[src/rtl/uart_rx_fifo.sv]
// UART receiver (mid-bit sampled, 8N1) feeding a small first-word-fall-through FIFO.
// Define UART_RX_PARITY_EN for 8E1 framing with a sticky rx_parity_err output.
module uart_rx_fifo #(
    parameter int CLK_HZ     = 12_000_000,
    parameter int BIT_RATE   = 115_200,
    parameter int FIFO_DEPTH = 4
) (
    input  logic                          clk,
    input  logic                          reset,
    input  logic                          uart_rxd,
    input  logic                          rx_pop,
    output logic [7:0]                    rx_data,
    output logic                          rx_valid,
    output logic [$clog2(FIFO_DEPTH):0]   rx_count,
    output logic                          rx_overrun,
    output logic                          rx_frame_err,
`ifdef UART_RX_PARITY_EN
    output logic                          rx_parity_err,
`endif
    input  logic                          clear_errors
);

    localparam int CPB  = CLK_HZ / BIT_RATE;
    localparam int HALF = CPB / 2;
    localparam int TW   = $clog2(CPB) + 1;
    localparam int PW   = $clog2(FIFO_DEPTH);
    localparam int CW   = PW + 1;

    // Timer counts down to zero; the zero cycle is the sample point.
    localparam logic [TW-1:0] LOAD_HALF = TW'(HALF - 1);
    localparam logic [TW-1:0] LOAD_BIT  = TW'(CPB - 1);

    typedef enum logic [2:0] {
        IDLE,
        START,
        DATA,
`ifdef UART_RX_PARITY_EN
        PARITY,
`endif
        STOP,
        WAIT_HIGH
    } state_t;

    logic          sync1;
    logic          sync2;
    logic          rxs;
    logic          rxs_d;
    logic [1:0]    settle;
    state_t        state;
    logic [TW-1:0] timer;
    logic [2:0]    bit_idx;
    logic [7:0]    shreg;
    logic          tick;
    logic          push;
    logic          frame_set;
    logic          par_bad;

    logic [7:0]    mem [FIFO_DEPTH];
    logic [PW-1:0] rptr;
    logic [PW-1:0] wptr;
    logic [CW-1:0] count;
    logic          full;
    logic          do_pop;
    logic          do_push;
    logic          ovr_set;

    assign rxs  = sync2;
    assign tick = (timer == '0);

    // rxs_d only carries a 1 once real line samples have cleared the synchronizer,
    // so a line held low through reset release never looks like a falling edge.
    always_ff @(posedge clk) begin
        if (reset) begin
            sync1  <= 1'b1;
            sync2  <= 1'b1;
            settle <= 2'b00;
            rxs_d  <= 1'b0;
        end else begin
            sync1  <= uart_rxd;
            sync2  <= sync1;
            settle <= {settle[0], 1'b1};
            rxs_d  <= rxs & settle[1];
        end
    end

`ifdef UART_RX_PARITY_EN
    logic parity_set;
    assign parity_set = (state == PARITY) && tick && ((^shreg) ^ rxs);
`else
    assign par_bad = 1'b0;
`endif

    assign push      = (state == STOP) && tick && rxs && !par_bad;
    assign frame_set = (state == STOP) && tick && !rxs;

    always_ff @(posedge clk) begin
        if (reset) begin
            state        <= IDLE;
            timer        <= '0;
            bit_idx      <= '0;
            rx_frame_err <= 1'b0;
`ifdef UART_RX_PARITY_EN
            par_bad       <= 1'b0;
            rx_parity_err <= 1'b0;
`endif
        end else begin
            if (!tick)
                timer <= timer - TW'(1);

            case (state)
                IDLE: begin
                    if (rxs_d && !rxs) begin
                        timer <= LOAD_HALF;
                        state <= START;
                    end
                end
                START: begin
                    if (tick) begin
                        if (rxs) begin
                            state <= IDLE;
                        end else begin
                            timer   <= LOAD_BIT;
                            bit_idx <= '0;
                            state   <= DATA;
                        end
                    end
                end
                DATA: begin
                    if (tick) begin
                        shreg   <= {rxs, shreg[7:1]};
                        timer   <= LOAD_BIT;
                        bit_idx <= bit_idx + 3'd1;
                        if (bit_idx == 3'd7) begin
`ifdef UART_RX_PARITY_EN
                            state <= PARITY;
`else
                            state <= STOP;
`endif
                        end
                    end
                end
`ifdef UART_RX_PARITY_EN
                PARITY: begin
                    if (tick) begin
                        par_bad <= (^shreg) ^ rxs;
                        timer   <= LOAD_BIT;
                        state   <= STOP;
                    end
                end
`endif
                STOP: begin
                    if (tick)
                        state <= rxs ? IDLE : WAIT_HIGH;
                end
                WAIT_HIGH: begin
                    if (rxs)
                        state <= IDLE;
                end
                default: state <= IDLE;
            endcase

            if (frame_set)
                rx_frame_err <= 1'b1;
            else if (clear_errors)
                rx_frame_err <= 1'b0;

`ifdef UART_RX_PARITY_EN
            if (parity_set)
                rx_parity_err <= 1'b1;
            else if (clear_errors)
                rx_parity_err <= 1'b0;
`endif
        end
    end

    assign full    = (count == CW'(FIFO_DEPTH));
    assign do_pop  = rx_pop && (count != '0);
    assign do_push = push && (!full || do_pop);
    assign ovr_set = push && full && !do_pop;

    always_ff @(posedge clk) begin
        if (do_push)
            mem[wptr] <= shreg;
    end

    always_ff @(posedge clk) begin
        if (reset) begin
            rptr       <= '0;
            wptr       <= '0;
            count      <= '0;
            rx_overrun <= 1'b0;
        end else begin
            if (do_pop)
                rptr <= rptr + PW'(1);
            if (do_push)
                wptr <= wptr + PW'(1);

            case ({do_push, do_pop})
                2'b10:   count <= count + CW'(1);
                2'b01:   count <= count - CW'(1);
                default: count <= count;
            endcase

            if (ovr_set)
                rx_overrun <= 1'b1;
            else if (clear_errors)
                rx_overrun <= 1'b0;
        end
    end

    assign rx_valid = (count != '0);
    assign rx_data  = rx_valid ? mem[rptr] : 8'h00;
    assign rx_count = count;

endmodule

[config.mk]
export PLATFORM = sky130hd
export DESIGN_NAME = uart_rx_fifo
export DESIGN_NICKNAME = d
export VERILOG_FILES = /design/src/rtl/uart_rx_fifo.sv
export SDC_FILE = /design/constraint.sdc
export NUM_CORES = 1
export LEC_CHECK = 0
export CAP_MARGIN = 15
export CORE_ASPECT_RATIO = 1.5
export CORE_UTILIZATION = 53
export DETAILED_ROUTE_END_ITERATION = 10
export GPL_TIMING_DRIVEN = 1
export PLACE_DENSITY = 0.85
export SETUP_SLACK_MARGIN = 0.1
export SLEW_MARGIN = 15
export SYNTH_ARGS = -nofsm -noshare
export SYNTH_HDL_FRONTEND = slang
export SYNTH_SLANG_ARGS = --single-unit
[constraint.sdc]
create_clock -name clk -period 2.93 [get_ports clk]
set_clock_uncertainty 0.2 [all_clocks]
set_input_delay 0.586 -clock clk [delete_from_list [all_inputs] [get_ports clk]]
set_output_delay 0.586 -clock clk [all_outputs]
set_load 0.02 [all_outputs]
# After elaboration in Yosys (flattened, before gate mapping)
# Memory sizes are Yosys's and may differ from the RTL's. A register that Yosys moved wholly into a read port is not among the register bits.
# Cells that the tools add are included.
[totals]
ff_bits = 36
ramBits = 32
in_bits = 5
out_inout_bits = 14
wordCells = 89
memories = 1
[classes]
add_sub_neg = 6
n_eq_ne = 15
n_mux = 29
bitwise_logic = 2
n_reduce_logical = 22
[memory_table]
columns = ["name", "words", "width", "rd", "rd_ports_with_merged_regs", "write_ports", "line_no", "rtl"]
rows = [
  ["mem", 4, 8, 1, 1, 1, "58", "logic [7:0] mem [FIFO_DEPTH];"],
]
[op_table]
columns = ["cell", "n"]
rows = [
  ["$mux 8", 6],
  ["$mux 3", 10],
  ["$pmux 8 s3", 1],
  ["$pmux 3 s5", 1],
  ["$ne 2x2->1 const B", 7],
  ["$pmux 3 s2", 2],
  ["$eq 3x3->1 const B", 3],
  ["$logic_and 1x1->1", 8],
  ["$logic_not 8->1", 1],
  ["$reduce_bool 2->1", 4],
  ["$sub 8x1->8 const B", 1],
  ["$add 3x1->3 const B", 2],
  ["$eq 3x2->1 const B", 2],
  ["$mux 1", 6],
  ["$mux 2", 3],
  ["$reduce_and 6->1", 1],
  ["$add 2x1->2 const B", 2],
  ["$reduce_and 4->1", 1],
  ["$eq 3x1->1 const B", 1],
  ["$logic_not 1->1", 3],
  ["$logic_not 3->1", 1],
  ["$reduce_and 3->1", 1],
  ["$reduce_bool 3->1", 1],
  ["$sub 3x1->3 const B", 1],
  ["5 further kinds", 5],
]

# Logic depth before layout (Yosys ltp)
[logic_depth]
ltp_word = 6
depth_mapped = 9
mapped_depth_nobuf = 9

# Worst setup path before layout
# Ideal clock, no wire load.
[synth_timing]
path_kind = "flip-flop to flip-flop"
start = "register timer[0]"
end = "register shreg[0] (enable)"
setup_time_ns = 0.383
t_arrival_ns = 2.135
t_required_ns = 2.347
slack_ns = 0.211
path_stages_with_launch = 7
path_buffers = 0
synth_period_minus_slack_ns = 2.719
cell_sequence = "dfxtp_1 -> inv_1 -> ha_1 -> or3b_2 -> nor2_2 -> clkinv_1 -> nor3_1"
[synth_via]
elab_chain_cells = 2
[synth_rtl]
columns = ["element", "line_no", "rtl"]
rows = [
  ["start: declaration", "50", "logic [TW-1:0] timer;"],
  ["start signal: assignment", "108", "timer <= timer - TW'(1);"],
  ["$logic_not 8->1", "68", "assign tick = (timer == '0);"],
  ["$reduce_and 3->1 (no source line)", "n/a", ""],
  ["end signal: assignment", "130", "shreg <= {rxs, shreg[7:1]};"],
  ["end: declaration", "52", "logic [7:0] shreg;"],
]
# No other way between the ends.
# A chain may end at the register's enable or synchronous reset.

==> qor.yml <==
logic_synthesis:
  synth_async_sr_flop_share_pct: 0
  ys_seq_elements: 70
  syn_inst: 239
  yosysWarningCount: 0
  syn-num-nets: 253
  synth-edff-count: 40
  synth_cell_types: 54
  seq_area_frac_synth_pct: 59.6
  avgSynthCellArea_um2: 12.7
  synth_flop_cell: "edfxtp_1"
  netlist_area_um2: 3020
worst_setup_path:
  rrSetupSlack_ps: 360
  arrival_ps: 1800
  path_cells: "buf_4, mux4_2, nor2b_1, dlygate4sd2_1"
  crit_path_top_delay_cell: "mux4_2"
  crit_type: "reg -> out"
  crit_family: "multiplexers"
  reg2reg_from: "timer[0]"
  path_buf_inv: 2
  r2r-end: "mem[3][4]"
  reg2regPathDepth: 5
  cp_max_fo: 8
  max_stage_delay_ps: 510
  worst_ep_required_time_ps: 2140
  cp-end-kind: "output port"
  worstSetupStartpointType: "register"
global_route:
  antenna_found_initial: 0
  grtUsageTotal_pct: 20.0
  first_global_vias: 1876
  globalRouteOverflowTotal: 0
  grt_max_degree: 15
  grt_pass1_wl_um: 8870
sta:
  setup_slack_ps: 345
  max_clock_freq_mhz: 387
  fin_crit_sh_pct: 88.2
  hold_viol_final: 0
  slew_viol_final: 0
  setup_viol: 0
  relSlewSlack_pct: 62.2
  rsz0062_at_grt: "false"
  setup_tns_ps: 0
  min_period_ps: 2580
  worst_pin_slew_ps: 567
detailed_routing:
  dr.pass1.iters: 4
  vias: 1960
  wl_um: 5310
  drc: 0
  drtAntennaViolNets: 0
  dr.first_iter.drc_count: 68
  vias_per_cell: 5.68
  wl_per_cell_um: 15.4
cells_and_area:
  fin_nets: 284
  final_layout_size_suffix_gt1_share_pct: 17.1
  final_core_util_pct: 65.1
  fin_cells: 345
  area_growth_pct: 18.2
  antenna_cells: 0
cts:
  htreeDepth: 3
  cts_made_buffers: 9
  cts_tree: "built"
  clk_latency_ps: 340
  root_buffer: "clkbuf_8"
  cts_sinks: 70
  clockBufferDepth: 2
  path_clk_slew_ps: 70
  cts.hold.buffers_added: 0
place:
  place.gp.congestion: 0.900
  numPortBuffers: 18
  hpwl_um: 3910
  dp_slack_ps: 83.5
  placedCellCount: 329
floorplan:
  core_um2: 5490
  pin_count: 19
  num_rows: 33
  die_w_um: 63.7
  die_area_um2: 6020
  die_y_um: 94.5
  floorplan.initialDensity_pct: 55.1
run_status:
  status: "completed"
pwr:
  power.total_mw: 3.03
  powerDensity_nw_per_um2: 848
  ir_drop_uv: 512
  p_leak_nw: 1.35
min_path:
  min_to: "rxs"
  hold_depth: 1
  hold_path_class: "reg -> reg"
  min_from: "sync1"
flow_run:
  drv_cap: 0
[stage by stage]
stage	hold slack (ps)	area (um^2)
final	215	3570
after CTS	218	3560
after global routing	235	3570
after detailed placement	201	3350
after floorplan	189	3020
after global placement	197	3350
[worst reg2reg max path: cells and delay by family (launching register included)]
| family | cells | cell delay (ps) |
|---|---|---|
| adder cells (fa/ha/maj) | 1 | 220 |
| flip-flops | 1 | 340 |
| AND/OR/NAND/NOR | 3 | 1400 |
| buffers and inverters | 1 | 80 |
[layout by cell type (no fill, tap or decap), types with 4 or more instances in the layout]
master,n
edfxtp_1,40
buf_4,13
a21oi_1,8
and2_1,4
o21ai_0,4
dfxtp_1,30
ha_1,8
a31oi_1,5
nor3b_1,4
dlymetal6s2s_1,7
nor2b_1,13
xnor2_1,4
clkdlybuf4s50_1,10
nor2_1,18
clkbuf_8,11
nand2_1,7
a211oi_1,4
mux4_2,8
nor3_1,7
inv_1,12
[state kept, by name (all words and copies together) (netlist names), named ones only]
| name | flops |
|---|---|
| rx_frame_err | 1 |
| timer | 8 |
| mem | 32 |
| rxs_d | 1 |
| shreg | 8 |
| sync1 | 1 |
| rptr | 2 |
| wptr | 2 |
| rxs | 1 |
| rx_count | 3 |
| rx_overrun | 1 |
| state | 3 |
| bit_idx | 3 |
| settle | 2 |
[synthesized netlist by cell type, drive strengths merged (5+ instances only)]
library cell / count / area [um^2]
edfxtp: 40 / 1200
dfxtp: 30 / 601
nor2: 19 / 73.8
inv: 12 / 45.0
mux4: 8 / 180
ha: 8 / 100
nand2: 7 / 26.3
nor2b: 13 / 81.3
nor3: 7 / 35.0
a21oi: 8 / 40.0
a31oi: 5 / 31.3
clkbuf: 10 / 37.5
[where the power goes]
| group | switching, mW | internal [mW] | leakage [nW] |
|---|---|---|---|
| Combinational | 0.551 | 0.503 | 0.636 |
| Sequential | 0.0928 | 1.10 | 0.604 |
| Clock | 0.345 | 0.439 | 0.109 |
[worst max path at each step]
stage                             end  cells after the start
after detailed placement  rx_count[2]                      7
after CTS                  rx_data[7]                      4
final                      rx_data[5]                      4
after global placement    rx_count[2]                      7
after global routing        mem[2][2]                      5
after floorplan              shreg[0]                      6
[area by class of cell]
type | instances | area, um^2
Timing Repair Buffer | 31 | 294
Clock buffer | 11 | 151
Fill cell | 411 | 1920
Multi-Input combinational cell | 145 | 1130
Clock inverter | 5 | 57.6
Inverter | 13 | 48.8
Tap cell | 70 | 87.6
Sequential cell | 70 | 1800
[cells by family after synthesis]
logic type	share of synthesized area, %
AO/OA/AOI/OAI	9.19
XOR/XNOR	1.74
adder cells (fa/ha/maj)	3.97
buffers and inverters	2.98
flip-flops	59.6
multiplexers	7.03
AND/OR/NAND/NOR	15.5
[layer usage]
metal | vias to the layer above | wire length (um) | part of all wire [%] | track usage [%]
met5 | - | 0 | 0 | 0
met4 | 0 | 110 | 2.1 | 8.90
met3 | 9 | 236 | 4.4 | 5.19
met2 | 55 | 2930 | 55 | 36.0
met1 | 939 | 2030 | 38 | 21.9
li1 | 957 | - | - | -
[what timing repair did]
action,in CTS,in global routing
gates resized for setup,1,7
hold endpoints to repair,0,0
cloned,0,0
setup endpoints to repair,1,7
buffers inserted,0,0
No activity file was read; power rests on OpenSTA's default activity.
